[config.mk]
export PLATFORM = sky130hd
export DESIGN_NAME = ex_muldiv_unit
export DESIGN_NICKNAME = d
export VERILOG_FILES = /design/src/rtl/ex_muldiv_unit.sv
export SDC_FILE = /design/constraint.sdc
export NUM_CORES = 1
export LEC_CHECK = 0
export CAP_MARGIN = 30
export CELL_PAD_IN_SITES_DETAIL_PLACEMENT = 1
export CELL_PAD_IN_SITES_GLOBAL_PLACEMENT = 1
export CORE_ASPECT_RATIO = 1.4
export CORE_MARGIN = 4
export CORE_UTILIZATION = 45
export CTS_BUF_LIST = sky130_fd_sc_hd__clkbuf_8
export CTS_CLUSTER_DIAMETER = 50
export DETAILED_ROUTE_END_ITERATION = 10
export PLACE_DENSITY = 0.86
export SLEW_MARGIN = 5
export SYNTH_ARGS = -nofsm -noshare
export SYNTH_HDL_FRONTEND = slang
export SYNTH_SLANG_ARGS = --single-unit
[constraint.sdc]
create_clock -name clk -period 6.8 [get_ports clk]
set_input_delay 2.04 -clock clk [delete_from_list [all_inputs] [get_ports clk]]
set_output_delay 2.04 -clock clk [all_outputs]
set_load 0.05 [all_outputs]
[src/rtl/ex_muldiv_unit.sv]
// Iterative RV32M multiply/divide unit for the EX stage.
// The unit runs one radix-2 step per cycle on operand magnitudes and applies
// the sign correction when it loads the result.
// Handshake: start is sampled only in IDLE. stall is high from the accepting
// cycle through the last CALC cycle. done is a one-cycle pulse, with result
// valid in that same cycle. flush aborts any operation without producing done.
module ex_muldiv_unit #(
  parameter int WIDTH = 32
) (
  input  logic             clk,
  input  logic             rstn,
  input  logic             start,
  input  logic [2:0]       funct3,
  input  logic [WIDTH-1:0] op_a,
  input  logic [WIDTH-1:0] op_b,
  input  logic             flush,
  output logic             stall,
  output logic             done,
  output logic [WIDTH-1:0] result
);

  localparam int CW = $clog2(WIDTH);

  typedef enum logic [1:0] {IDLE, CALC, DONE} state_t;

  state_t             state;
  logic [2:0]         op_q;
  logic [WIDTH-1:0]   b_mag;
  logic [2*WIDTH-1:0] acc;       // mul: {partial hi, multiplier}; div: {remainder, dividend/quotient}
  logic [CW-1:0]      count;
  logic               neg_q;     // negate product or quotient
  logic               neg_r;     // negate remainder (dividend sign)

  logic               is_div, a_signed, b_signed, a_neg, b_neg;
  logic [WIDTH-1:0]   a_abs, b_abs;
  logic               div_zero, div_ovf;
  logic [WIDTH-1:0]   special_res;

  // Decode the incoming operation: signedness, magnitudes and the divide special cases.
  always_comb begin
    is_div   = funct3[2];
    a_signed = (funct3 == 3'b001) || (funct3 == 3'b010) ||
               (funct3 == 3'b100) || (funct3 == 3'b110);
    b_signed = (funct3 == 3'b001) || (funct3 == 3'b100) || (funct3 == 3'b110);
    a_neg    = a_signed && op_a[WIDTH-1];
    b_neg    = b_signed && op_b[WIDTH-1];
    a_abs    = a_neg ? -op_a : op_a;
    b_abs    = b_neg ? -op_b : op_b;
    div_zero = is_div && (op_b == '0);
    div_ovf  = is_div && !funct3[0] && (op_a == {1'b1, {(WIDTH-1){1'b0}}}) && (op_b == '1);
    special_res = '0;
    if (div_zero)
      special_res = funct3[1] ? op_a : '1;
    else if (div_ovf)
      special_res = funct3[1] ? '0 : op_a;
  end

  logic [WIDTH:0]     mul_sum;
  logic [WIDTH:0]     div_shift;
  logic [WIDTH:0]     div_diff;
  logic [2*WIDTH-1:0] acc_next;

  // One iteration step: shift-add for multiply, restoring shift-subtract for divide.
  always_comb begin
    mul_sum   = {1'b0, acc[2*WIDTH-1:WIDTH]} + (acc[0] ? {1'b0, b_mag} : '0);
    div_shift = acc[2*WIDTH-1:WIDTH-1];
    div_diff  = div_shift - {1'b0, b_mag};
    acc_next  = {mul_sum, acc[WIDTH-1:1]};
    if (op_q[2]) begin
      // Remainder stays below b_mag, so a clear borrow bit means the subtract fits.
      if (!div_diff[WIDTH])
        acc_next = {div_diff[WIDTH-1:0], acc[WIDTH-2:0], 1'b1};
      else
        acc_next = {div_shift[WIDTH-1:0], acc[WIDTH-2:0], 1'b0};
    end
  end

  logic [2*WIDTH-1:0] prod;
  logic [WIDTH-1:0]   quo, rem, calc_res;

  // Sign-correct the value produced by the final step and select the requested word.
  always_comb begin
    prod = neg_q ? -acc_next : acc_next;
    quo  = neg_q ? -acc_next[WIDTH-1:0] : acc_next[WIDTH-1:0];
    rem  = neg_r ? -acc_next[2*WIDTH-1:WIDTH] : acc_next[2*WIDTH-1:WIDTH];
    case (op_q)
      3'b000:                 calc_res = prod[WIDTH-1:0];
      3'b001, 3'b010, 3'b011: calc_res = prod[2*WIDTH-1:WIDTH];
      3'b100, 3'b101:         calc_res = quo;
      default:                calc_res = rem;
    endcase
  end

  // Freeze the pipeline from the accepting cycle through the last iteration.
  always_comb begin
    stall = rstn && (((state == IDLE) && start && !flush) || (state == CALC));
  end

  // Control FSM and datapath registers.
  always_ff @(posedge clk) begin
    if (!rstn) begin
      state  <= IDLE;
      op_q   <= '0;
      b_mag  <= '0;
      acc    <= '0;
      count  <= '0;
      neg_q  <= 1'b0;
      neg_r  <= 1'b0;
      done   <= 1'b0;
      result <= '0;
    end else begin
      done <= 1'b0;
      case (state)
        IDLE: begin
          if (start && !flush) begin
            op_q  <= funct3;
            b_mag <= b_abs;
            acc   <= {{WIDTH{1'b0}}, a_abs};
            count <= '0;
            neg_q <= a_neg ^ b_neg;
            neg_r <= a_neg;
            if (div_zero || div_ovf) begin
              result <= special_res;
              done   <= 1'b1;
              state  <= DONE;
            end else begin
              state <= CALC;
            end
          end
        end
        CALC: begin
          if (flush) begin
            state <= IDLE;
          end else begin
            acc   <= acc_next;
            count <= count + 1'b1;
            if (count == CW'(WIDTH-1)) begin
              result <= calc_res;
              done   <= 1'b1;
              state  <= DONE;
            end
          end
        end
        DONE:    state <= IDLE;
        default: state <= IDLE;
      endcase
    end
  end

endmodule

Word level (Yosys, flattened, before mapping)
Index checks and enable logic that the tools add are counted.

word-level totals
  register bits after elaboration = 141
  bits in latches = 0
  memory bits (writable) = 0
  memory bits (read-only) = 0
  input port bits = 71
  output and inout bits = 34
  word-level logic and storage cells = 99
  memories kept = 0

cells by class
  add/sub/neg operators = 8
  multipliers = 0
  divide/modulo/power cells = 0
  $lt $le $gt $ge = 0
  equality and inequality tests = 18
  shifts and indexed selects = 0
  multiplexer cells = 34
  bitwise gates (word level) = 1
  reductions and logical operators = 29

operator list
  cell                                                    number
  two-way mux 32 bit                                      13
  two-way mux 64 bit                                      5
  negation 32 bit                                         4
  one-hot mux 64 bit (2 select lines)                     1
  one-hot mux 32 bit (3 select lines)                     1
  equality test 32 bit (second input constant)            2
  negation 64 bit                                         1
  one-hot mux 32 bit (2 select lines)                     1
  adder 32 x 32 -> 33 bit                                 1
  subtractor 33 x 32 -> 33 bit                            1
  zero test 32 bit                                        1
  equality test 3 bit (second input constant)             4
  logical AND 1 bit                                       10
  two-way mux 5 bit                                       2
  one-hot mux 5 bit (2 select lines)                      1
  equality test 3 x 2 -> 1 bit (second input constant)    3
  two-way mux 2 bit                                       4
  logical OR 1 bit                                        7
  equality test 3 x 1 -> 1 bit (second input constant)    2
  inequality test 2 x 1 -> 1 bit (second input constant)  3
  adder 5 x 1 -> 5 bit (second input constant)            1
  equality test 5 bit (second input constant)             1
  AND reduction 5 bit                                     1
  two-way mux 1 bit                                       4
  14 further kinds                                        16

Depth between registers and ports, before layout
  depth after elaboration = 9
  depth in mapped cells = 26
  mapped depth without buffers = 24

Worst setup path after synthesis
OpenSTA, ideal clock, no wires.

  path kind = input -> output
  start = input rstn
  end = output stall
  data arrival time = 3.151 ns
  required time = 4.760 ns
  path slack = 1.609 ns
  stages on the path = 3
  buffers on the path = 1
  cells stage by stage = clkbuf_1 nand2b_1 a21oi_1

between the ends
  cells in the longest elaborated chain, start to end = 1

RTL lines
  item               line  RTL
  from (decl)        11    input logic rstn,
  logical AND 1 bit  96    stall = rstn && (((state == IDLE) && start && !flush) || (state == CALC));
  to (decl)          17    output logic stall,

Every way passes these cells.

Worst setup path in the final report
  start = register acc[31]
  end = register result[12]

between the ends
  cells in the longest elaborated chain, start to end = 9
  elaborated cells on any way between the ends = 13
  classes of those cells = add/sub: 4; mux: 9

RTL lines
  item                                        line  RTL
  from (decl)                                 29    logic [2*WIDTH-1:0] acc;
  from (signal assigned)                      118   acc <= {{WIDTH{1'b0}}, a_abs};
  from (signal assigned)                      135   acc <= acc_next;
  subtractor 33 x 32 -> 33 bit                67    div_diff = div_shift - {1'b0, b_mag};
  two-way mux 64 bit                          71    if (!div_diff[WIDTH])
  two-way mux 64 bit (*)                      69    if (op_q[2]) begin
  negation 64 bit (tied with other cells)     83    prod = neg_q ? -acc_next : acc_next;
  two-way mux 64 bit (tied with other cells)  83
  one-hot mux 32 bit (3 select lines) (*)     86    case (op_q)
  two-way mux 32 bit (*)                      137   if (count == CW'(WIDTH-1)) begin
  two-way mux 32 bit (*)                      132   if (flush) begin
  one-hot mux 32 bit (2 select lines) (*)     113   case (state)
  to (signal assigned)                        123   result <= special_res;
  to (signal assigned)                        138   result <= calc_res;
  to (decl)                                   19    output logic [WIDTH-1:0] result

Mark *: on every way between the ends. The rest lies on a longest branch, timed or not. The select of a mux whose other input is x is not followed.
A chain may end at the register's enable or synchronous reset.

==> results.md <==
* Worst-path fanout max at 23
* Setup crit start kind: flop
* # Post-CTS Setup Buffers at 0
* Iteration-0 DRC Markers at 1335
* CTS H-Tree Depth at 4
* Syn_nets at 2327
* Die Height at 225.7 µm
* Ys async rst share at 0%
* Number of synthesized flops with an enable pin at 0
* Final worst slack at 0.5752 ns
* Ranking of synthesized cells by area: dfxtp_1 (19%), nor2_1 (6.8%), xnor2_1 (6.6%), o21ai_0 (6.2%), a21oi_1 (5.9%)
* Mapped cell area at 15230 µm²
* Main flop type after synthesis: dfxtp_1
* Worst Setup End Kind: flop
* Die X at 163.5 µm
* Final Critical Period at 6.225 ns
* CTS Buf Count at 17
* Most instantiated cells after synthesis: nor2_1 (275), o21ai_0 (188), a21oi_1 (181), nand2_1 (178), dfxtp_1 (141)
* Period utilization at 91.54%
* Synthesized flop and latch total at 141
* Hold_buf cts at 0
* CTS tree: yes
* Status: finished clean
* Vias in the first global route at 18960
* Area of the multi-input gates at 11580 µm²
* DR pass1 iterations at 6
* Initial Utilization at 45.72%
* Setup violators final at 0
* Slew Limit Fails at 0
* Rel. slew slack at 34.94%
* Post-DRT Antenna Nets at 0
* # DRC at 0
* Fmax at 160.6 MHz
* Syn Area/Cell at 6.976 µm²
* Filler cells at 4433
* Hold Fails Final Rpt at 0
* Core area at 33310 µm²
* Clock Latency Late Sink at 0.52 ns
* Max Clock Skew at 0.02051 ns
* Crit path arrival time at 6.60 ns
* Final TNS setup at 0 ns
* Distinct cells, synth at 90
* Die area at 36890 µm²
* GR Util All Layers at 39.48%
* Hold Crit Class: reg -> reg
* Root Driver: clkbuf_8
* Peak VDD IR at 0.0001508 V
* Actual slew at the worst max-slew pin at 0.9658 ns
* Sequential fraction of the synthesis area at 18.54%
* GPL Wtd Cong at 1.032
* Final #Nets at 2360
* Port Buffers at 104
* Leakage at 6.393 nW
* Cell row count at 79
* Via count at 18000
* IO Pins at 105
* WP data required at 7.18 ns
* Pwr/cell area at 154.5 nW/µm²
* Biggest area consumer among synthesized cells: dfxtp_1
* Pre-CTS WS at 0.7910 ns
* Pin count of the biggest net entering global routing at 70
* Sequential cell area at 2826 µm²
* Post-Synthesis Cells at 2183
* Area grow syn2layout at 12.28%
* Post-cts resize count at 0
* WL final at 74.16 mm
* Clock slew at reported path FFs at 0.11 ns
* RSZ-0062 raised after global routing: false
* Diodes inserted at 0
* Initial antenna violation count at 0
* Max-cap violations at 0
* GR Overflow Total at 0
* Synth top area share at 18.54%
* Share of cells above drive strength 1 at 7.088%
* Post-DP HPWL at 57.62 mm
* TritonCTS sink count at 141
* Warnings, synthesis at 0
* Count leader, synth: nor2_1
* WL per Instance at 27.73 µm
* Crit Path Class: reg -> reg
* Vias/cell at 6.733
* CTS max path bufs at 2
* First-pass GRT wire length at 111.9 mm
[kinds of logic (layout without fill, tap and decap cells)]
group	after synthesis	in the layout	share of synthesized area (%)
simple gates	760	760	23.79
compound gates	758	758	32.21
buf+inv	221	267	5.628
xor+xnor	186	186	10.70
flops	141	141	18.54
fa+ha+maj	73	73	6.096
mux	44	44	3.048
[final cells by class]
type	count	share of cell area (%)
clock buffer	18	1.449
sequential	141	16.53
clock inverter	14	0.8122
multi-input combinational	1821	67.72
tap	445	3.256
timing repair buffer	157	8.496
inverter	78	1.734
[power breakdown]
part | switching (mW) | total [mW] | internal [mW]
combinational | 0.659 | 1.01 | 0.347
clock | 0.437 | 0.719 | 0.282
sequential | 0.0561 | 0.917 | 0.861
total | 1.15 | 2.64 | 1.49
[metrics by stage]
| step | cell area, µm² | total power, mW | cells | utilization, % | hold slack [ns] |
|---|---|---|---|---|---|
| 5_1_grt | 17100 | 2.733 | 2674 | 51.33 | 0.5256 |
| 3_5_place_dp | 16700 | 1.906 | 2641 | 50.15 | 0.4777 |
| 3_3_place_gp | 16670 | 1.883 | 2639 | 50.05 | 0.4762 |
| 6_report | 17100 | 2.642 | 2674 | 51.33 | 0.4987 |
| 2_1_floorplan | 15230 | 1.529 | 2183 | - | 0.4490 |
| 4_1_cts | 17090 | 2.611 | 2673 | 51.31 | 0.4953 |
[cell usage in the layout (no fill, tap or decap), types with 50 or more instances in the layout]
master / count
a21oi_1: 181
nand2_1: 178
o21ai_0: 186
clkdlybuf4s50_1: 103
dfxtp_1: 140
nor2_1: 271
buf_4: 52
a211oi_1: 75
and2_1: 50
inv_1: 76
xnor2_1: 114
xor2_1: 72
ha_1: 71
[worst paths after layout]
kind | from | end | slack, ns | cells after the start
worst max-delay path | acc[31] | result[12] | 0.58 | 25
worst min-delay path | b_mag[14] | b_mag[14] | 0.50 | 2
worst max register to register | acc[31] | result[12] | 0.58 | 25
worst min register to register | b_mag[14] | b_mag[14] | 0.50 | 2
[registers in the layout (all words and copies together), names as in the netlist]
signal  count
acc        64
b_mag      32
result     32
count       5
op_q        3
state       2
done        1
neg_q       1
neg_r       1
[routing by layer]
layer	track usage, %	up-vias	share of wire, %
li1	-	8079	-
met1	40.65	8857	35
met2	69.09	742	49
met3	4.911	326	4.9
met4	36.14	0	11
met5	0	-	0
[critical path, cell delays in order (launching register included)]
cell      delay [ns]
dfxtp_1         0.37
inv_1           0.12
ha_1            0.20
inv_1           0.06
fa_1            0.44
a211oi_1        0.30
o211ai_1        0.25
nand4_1         0.22
a21oi_1         0.14
o21ai_1         0.19
buf_4           0.35
nand2_1         0.14
buf_4           0.26
nand2_1         0.11
nand3_1         0.08
o21a_1          0.19
inv_1           0.09
ha_1            0.24
inv_1           0.12
or2_0           0.37
or2_2           0.40
o21ai_0         0.23
xor2_1          0.61
o22ai_1         0.15
o21ai_0         0.26
o311ai_0        0.17
Power figures use the tool's default switching activity.
